<file path="src/rtl/pwm_multi_ch.sv">
// rtl/pwm_multi_ch.sv - multi-channel PWM with shared prescaler/step counter and double-buffered duties
module pwm_multi_ch #(
    parameter int CLK_DIV      = 5000,
    parameter int PERIOD_STEPS = 20,
    parameter int DW           = 5,
    parameter int CH           = 4
) (
    input  logic                            clk_50MHz,
    input  logic                            rst_n,
    input  logic                            en,
    input  logic [CH*DW-1:0]                duty,
    input  logic                            duty_load,
    input  logic [CH-1:0]                   inv,
    output logic                            tick,
    output logic                            period_start,
    output logic [$clog2(PERIOD_STEPS)-1:0] step,
    output logic [CH-1:0]                   pwm_out
);

    localparam int SW = $clog2(PERIOD_STEPS);
    localparam int PW = $clog2(CLK_DIV);

    logic [PW-1:0]          pre_cnt, pre_cnt_next;
    logic [SW-1:0]          step_next;
    logic                   run;
    logic                   tick_next, ps_next;
    logic                   pre_wrap, period_wrap, start, boundary;
    logic [CH-1:0][DW-1:0]  duty_act, duty_act_next;
    logic [CH-1:0][DW-1:0]  duty_pend, duty_pend_next;
    logic                   pend_valid, pend_valid_next;
    logic [CH-1:0]          pwm_raw, pwm_raw_next;

    always_comb begin
        pre_cnt_next    = '0;
        step_next       = '0;
        tick_next       = 1'b0;
        ps_next         = 1'b0;
        duty_act_next   = duty_act;
        duty_pend_next  = duty_pend;
        pend_valid_next = pend_valid;
        pwm_raw_next    = '0;

        pre_wrap    = (pre_cnt == PW'(CLK_DIV - 1));
        // the first enabled edge after idle behaves like a period wrap
        start       = en && !run;
        period_wrap = en && run && pre_wrap && (step == SW'(PERIOD_STEPS - 1));
        boundary    = start || period_wrap;

        if (en) begin
            if (start) begin
                ps_next = 1'b1;
            end else begin
                pre_cnt_next = pre_wrap ? '0 : pre_cnt + PW'(1);
                tick_next    = pre_wrap;
                if (pre_wrap) begin
                    step_next = period_wrap ? '0 : step + SW'(1);
                    ps_next   = period_wrap;
                end else begin
                    step_next = step;
                end
            end
        end

        if (!en) begin
            if (duty_load)
                duty_act_next = duty;
        end else if (boundary) begin
            if (duty_load)
                duty_act_next = duty;
            else if (pend_valid)
                duty_act_next = duty_pend;
            pend_valid_next = 1'b0;
        end else if (duty_load) begin
            duty_pend_next  = duty;
            pend_valid_next = 1'b1;
        end

        for (int c = 0; c < CH; c++)
            pwm_raw_next[c] = en && (DW'(step_next) < duty_act_next[c]);
    end

    always_ff @(posedge clk_50MHz or negedge rst_n) begin
        if (!rst_n) begin
            pre_cnt      <= '0;
            step         <= '0;
            run          <= 1'b0;
            tick         <= 1'b0;
            period_start <= 1'b0;
            duty_act     <= '0;
            duty_pend    <= '0;
            pend_valid   <= 1'b0;
            pwm_raw      <= '0;
        end else begin
            pre_cnt      <= pre_cnt_next;
            step         <= step_next;
            run          <= en;
            tick         <= tick_next;
            period_start <= ps_next;
            duty_act     <= duty_act_next;
            duty_pend    <= duty_pend_next;
            pend_valid   <= pend_valid_next;
            pwm_raw      <= pwm_raw_next;
        end
    end

    assign pwm_out = pwm_raw ^ inv;

endmodule

</file>
<file path="config.mk">
export PLATFORM = sky130hd
export DESIGN_NAME = pwm_multi_ch
export DESIGN_NICKNAME = d
export VERILOG_FILES = /design/src/rtl/pwm_multi_ch.sv
export SDC_FILE = /design/constraint.sdc
export NUM_CORES = 1
export LEC_CHECK = 0
export ABC_AREA = 0
export CAP_MARGIN = 20
export CORE_UTILIZATION = 50
export CTS_BUF_LIST = sky130_fd_sc_hd__clkbuf_2
export CTS_CLUSTER_DIAMETER = 80
export DETAILED_ROUTE_END_ITERATION = 8
export PLACE_DENSITY_LB_ADDON = 0.08
export RECOVER_POWER = 100
export SKIP_CTS_REPAIR_TIMING = 1
export SLEW_MARGIN = 20
export SYNTH_ARGS = -nofsm -noshare
export SYNTH_HDL_FRONTEND = slang
export SYNTH_SLANG_ARGS = --single-unit
</file>
<file path="constraint.sdc">
create_clock -name clk_50MHz -period 8.8 [get_ports clk_50MHz]
set_input_delay 0.88 -clock clk_50MHz [delete_from_list [all_inputs] [get_ports clk_50MHz]]
set_output_delay 0.88 -clock clk_50MHz [all_outputs]
set_load 0.005 [all_outputs]
</file>
==> Yosys cells after proc, flatten, opt, wreduce, memory -nomap -nowiden <==
Cells that the tools add are included.
{ "word_totals": {"in_bits": 28, "register_bits": 66, "out_inout_bits": 11} }
{ "op_classes": {"eq_ne": 2, "mux": 19, "order_cmp": 4, "reduce_logical": 13, "n_addsub": 2, "n_bitwise": 2} }
{ "op_table": {"columns": ["operator", "count"], "rows": [
  ["$mux W20", 5],
  ["$mux W13", 3],
  ["$lt A5 B5 Y1", 4],
  ["$mux W5", 4],
  ["$add A13 B1 Y13 const B", 1],
  ["$eq A13 B13 Y1 const B", 1],
  ["$logic_and A1 B1 Y1", 8],
  ["$mux W1", 7],
  ["$add A5 B1 Y5 const B", 1],
  ["$eq A5 B5 Y1 const B", 1],
  ["$xor A4 B4 Y4", 1],
  ["$reduce_and A3 Y1", 1],
  ["$reduce_and A2 Y1", 1],
  ["$reduce_bool A2 Y1", 1],
  ["$logic_not A1 Y1", 1],
  ["$logic_or A1 B1 Y1", 1],
  ["$not A1 Y1", 1]
]} }

==> Logic depth before layout (Yosys ltp) <==
{ "depth": {"ltp_word": 9, "ltp_mapped": 13, "ltp_nobuf": 12} }

==> Worst setup path after synthesis <==
OpenSTA, ideal clock, no wires.
{ "synth_timing": {"path_kind": "in2reg", "start": "in en", "end": "reg pwm_raw[2]", "t_required_ps": 8724, "n_path_buf": 2, "path_stages": 12, "setup_ps": 76, "arrival_time_ps": 2927, "path_slack_ps": 5796, "path_cell_list": "and2_1 clkbuf_1 a21oi_2 o31ai_4 buf_2 a221oi_1 ha_1 a21o_1 nand2_1 nand3b_1 or3_1 o21ai_1"} }
{ "synth_between": {"elab_chain_len": 9, "elab_cells_between_ends": 13, "cone_classes": "order compare (1); mux (6); reduce/logical (6)"} }
{ "synth_rtl": {"columns": ["item", "line_no", "source"], "rows": [
  ["start: declaration", "10", "input logic en,"],
  ["$logic_and A1 B1 Y1 (3 in series)", "46", "period_wrap = en && run && pre_wrap && (step == SW'(PERIOD_STEPS - 1));"],
  ["$mux W5", "56", "step_next = period_wrap ? '0 : step + SW'(1);"],
  ["$mux W5", "55", "if (pre_wrap) begin"],
  ["$mux W5", "50", "if (start) begin"],
  ["$mux W5", "49", "if (en) begin"],
  ["$lt A5 B5 Y1", "79", "pwm_raw_next[c] = en && (DW'(step_next) < duty_act_next[c]);"],
  ["$logic_and A1 B1 Y1 *", "79", null],
  ["named net pwm_raw_next[2]", "31", "logic [CH-1:0] pwm_raw, pwm_raw_next;"],
  ["end signal: assignment", "102", "pwm_raw <= pwm_raw_next;"],
  ["end: declaration", "31", null]
]} }
Mark *: on every way through the listed nets, which the timed path passes. The rest lies on a longest branch.
A chain may end at the register's enable or synchronous reset.

==> Final worst setup path <==
Ends and elaborated chain as after synthesis.

==> flow_summary_export.csv <==
group,metric,value,unit
logic_synthesis,netlist_area,3530,µm²
worst_setup_path,cp_slowest_cell,"nor3b_1",
clock_network,clock_sinks,66,
power,max-vdd-ir-drop,96.3,µV
timing,drv_slew,92,
cells_and_area,num-nets-final,399,
drt,drt_wl_total,7.23,mm
worst_setup_path,rr_worst_depth,12,
run_status,outcome,"finished with violations",
clock_network,cts_buffer_depth,2,
cells_and_area,drive_above_1_share,8.38,%
cells_and_area,multiInputGateArea,1790,µm²
die,die_y,86.1,µm
power,leakagePower,0.00179,µW
die,core-area,6790,µm²
worst_setup_path,worst-setup-path-type,"input port to flip-flop",
clock_network,htree_levels,3,
logic_synthesis,post_synth.cell_area_avg,11.2,µm²
logic_synthesis,ys_types,49,
timing,finalSetupTns,0,ns
drt,routed_via_density,5.62,
drt,routedWlPerCell,15.9,µm
logic_synthesis,seq_area_frac_synth,46.8,%
cells_and_area,mostFrequentLayoutCell,"dfrtp_1",
timing,fin_worst_skew,0.00865,ns
clock_network,clk_latency,0.48,ns
die,die_x,86.1,µm
run_status,failed_checks,"capacitance limit, slew limit",
cells_and_area,antenna_cells,0,
clock_network,clk_pin_slew,0.16,ns
drt,ant_nets,0,
timing,relSlewSlack,-136,%
worst_setup_path,crit_path_start_kind,"input port",
die,start_util,52.0,%
placed_design,io_buffers,38,
cells_and_area,seq_area,1650,µm²
grt,grt_max_degree,67,
timing,setup_viol,0,
logic_synthesis,synth_fp_nets,361,
worst_setup_path,crit_chain,"dlygate4sd3_1 -> a21bo_1 -> nor3b_1 -> a221oi_1 -> ha_1 -> a21o_1 -> nand2_1 -> nand3b_1 -> or3_1 -> o21ai_0",
grt,grt_usage,21.7,%
drt,drc,0,
drt,highest_layer,"met4",
worst_setup_path,required,9.21,ns
timing,min_period_over_period,57.9,%
drt,wl_met2,3.43,mm
worst_setup_path,end_kind,"flip-flop",
logic_synthesis,ys.warnings.count,0,
drt,drt_first_iter_violations,85,
grt,antenna_found_initial,0,
timing,worst_slew_pin_slew,3.54,ns
logic_synthesis,synth_area_leaders,"dfrtp_1 (47%), ha_1 (6.4%), mux2_2 (3.8%), a221o_1 (3.4%), a221oi_1 (3.0%)",
worst_setup_path,cp_max_fo,24,
worst_setup_path,arrival,5.51,ns
grt,grt_pass1_wl,12.2,mm
run,maxCapViolCount,2,
cells_and_area,utilization,59.4,%
logic_synthesis,synth_cells,315,
worst_hold_path,min_path_type,"flip-flop to flip-flop",
cells_and_area,synthToLayoutAreaGrowth,14.3,%
cells_and_area,most-common-layout-cells,"dfrtp_1 (66), clkdlybuf4s50_1 (25), nor2_1 (21)",
logic_synthesis,synth_top_area_share,46.8,%
clock_network,cts_buffers,9,
grt,grt_pass1_vias,2456,
drt,met3_length,202,µm
die,row_count,30,
logic_synthesis,synth-edff-count,0,
timing,finalCriticalPeriod,5.10,ns
drt,vias,2551,
cells_and_area,nFillCells,607,
logic_synthesis,synth-seq-cells,66,
worst_hold_path,hold_depth,1,
timing,rsz0062_at_grt,"false",
logic_synthesis,yosys.area.top_type,"dfrtp_1",
logic_synthesis,synth-main-ff-cell,"dfrtp_1",
drt,firstDrtPassIters,4,
grt,globalRouteOverflowTotal,0,
logic_synthesis,async_reset_ff_share,100,%
timing,fmax,196,MHz
timing,hold_viol,0,
drt,wl_met1,3.46,mm
die,io-pin-count,39,
power,powerDensity,150,nW/µm²
clock_network,root_buffer,"clkbuf_2",
placed_design,hpwl,5.09,mm
die,dieArea,7400,µm²
placed_design,gp_congestion,0.814,
clock_network,cts_tree,"done",
worst_setup_path,max_stage_delay,1.88,ns
[layout make-up]
| cell class | count | area share [%] |
|---|---|---|
| multi-input combinational | 231 | 44.3 |
| sequential | 66 | 40.9 |
| timing repair buffer | 40 | 9.57 |
| tap | 96 | 2.97 |
| clock buffer | 10 | 1.24 |
| clock inverter | 6 | 0.589 |
| inverter | 5 | 0.465 |
[registers in the layout (all words and copies together), names as in the netlist]
register,flops
step,5
tick,1
run,1
pwm_raw,4
pre_cnt,13
period_start,1
pend_valid,1
duty_act,20
duty_pend,20
[cell usage after synthesis, drive strengths merged (7+ instances only)]
cell type and n:
mux2 21, and3 7, a22oi 8, a221oi 12, nor2 21, nand2 20, a221o 12, clkbuf 7
ha 18, nand3 7, o21ai 14, dfrtp 66, xor2 10, and2 14
[worst paths after layout]
path                                      start                         to  slack (ns)
min in group asynchronous                 rst_n     period_start$_DFF_PN0_        1.69
max                                          en       pwm_raw[2]$_DFF_PN0_        3.70
min                        pre_cnt[0]$_DFF_PN0_       pre_cnt[0]$_DFF_PN0_        0.50
max in group asynchronous                 rst_n  duty_pend[18]$_DFFE_PN0P_        5.15
min reg2reg                pre_cnt[0]$_DFF_PN0_       pre_cnt[0]$_DFF_PN0_        0.50
max reg2reg                pre_cnt[0]$_DFF_PN0_       pwm_raw[2]$_DFF_PN0_        3.91
[power breakdown]
| group | internal (µW) | total [µW] | switching (µW) |
|---|---|---|---|
| Clock | 33.5 | 134 | 101 |
| Sequential | 337 | 360 | 23.3 |
| Combinational | 59.7 | 112 | 52.4 |
| Total | 430 | 606 | 176 |
[stage by stage]
step | power [µW] | std cells | area [µm²] | setup slack, ns | hold WS (ns)
final | 606 | 454 | 4040 | 3.70 | 0.495
after CTS | 617 | 454 | 4050 | 5.00 | 0.492
after detailed placement | 481 | 438 | 3980 | 4.45 | 0.472
after global routing | 644 | 454 | 4040 | 3.23 | 0.506
after floorplan | 434 | 315 | 3530 | 5.80 | 0.440
after global placement | 479 | 438 | 3980 | 4.47 | 0.460
[layer usage]
layer | track usage (%) | up-vias
met5 | 0 | -
met4 | 9.39 | 0
met3 | 4.52 | 13
met2 | 35.1 | 41
met1 | 28.3 | 1243
li1 | - | 1254
[cell families (layout without fill, tap and decap cells)]
logic type	after synthesis	in the layout	share of synthesized area [%]
AND/OR/NAND/NOR	99	99	16.3
AO/OA/AOI/OAI	72	72	16.0
flip-flops	66	66	46.8
multiplexers	26	26	8.11
adder cells (fa/ha/maj)	18	18	6.38
buffers and inverters	18	61	2.41
XOR/XNOR	16	16	3.97
[worst max-delay path, delay by kind of cell]
family,cells,cell delay (ns)
AO/OA/AOI/OAI,4,0.93
AND/OR/NAND/NOR,4,2.35
adder cells (fa/ha/maj),1,0.43
buffers and inverters,1,0.90
Power figures use the tool's default switching activity.
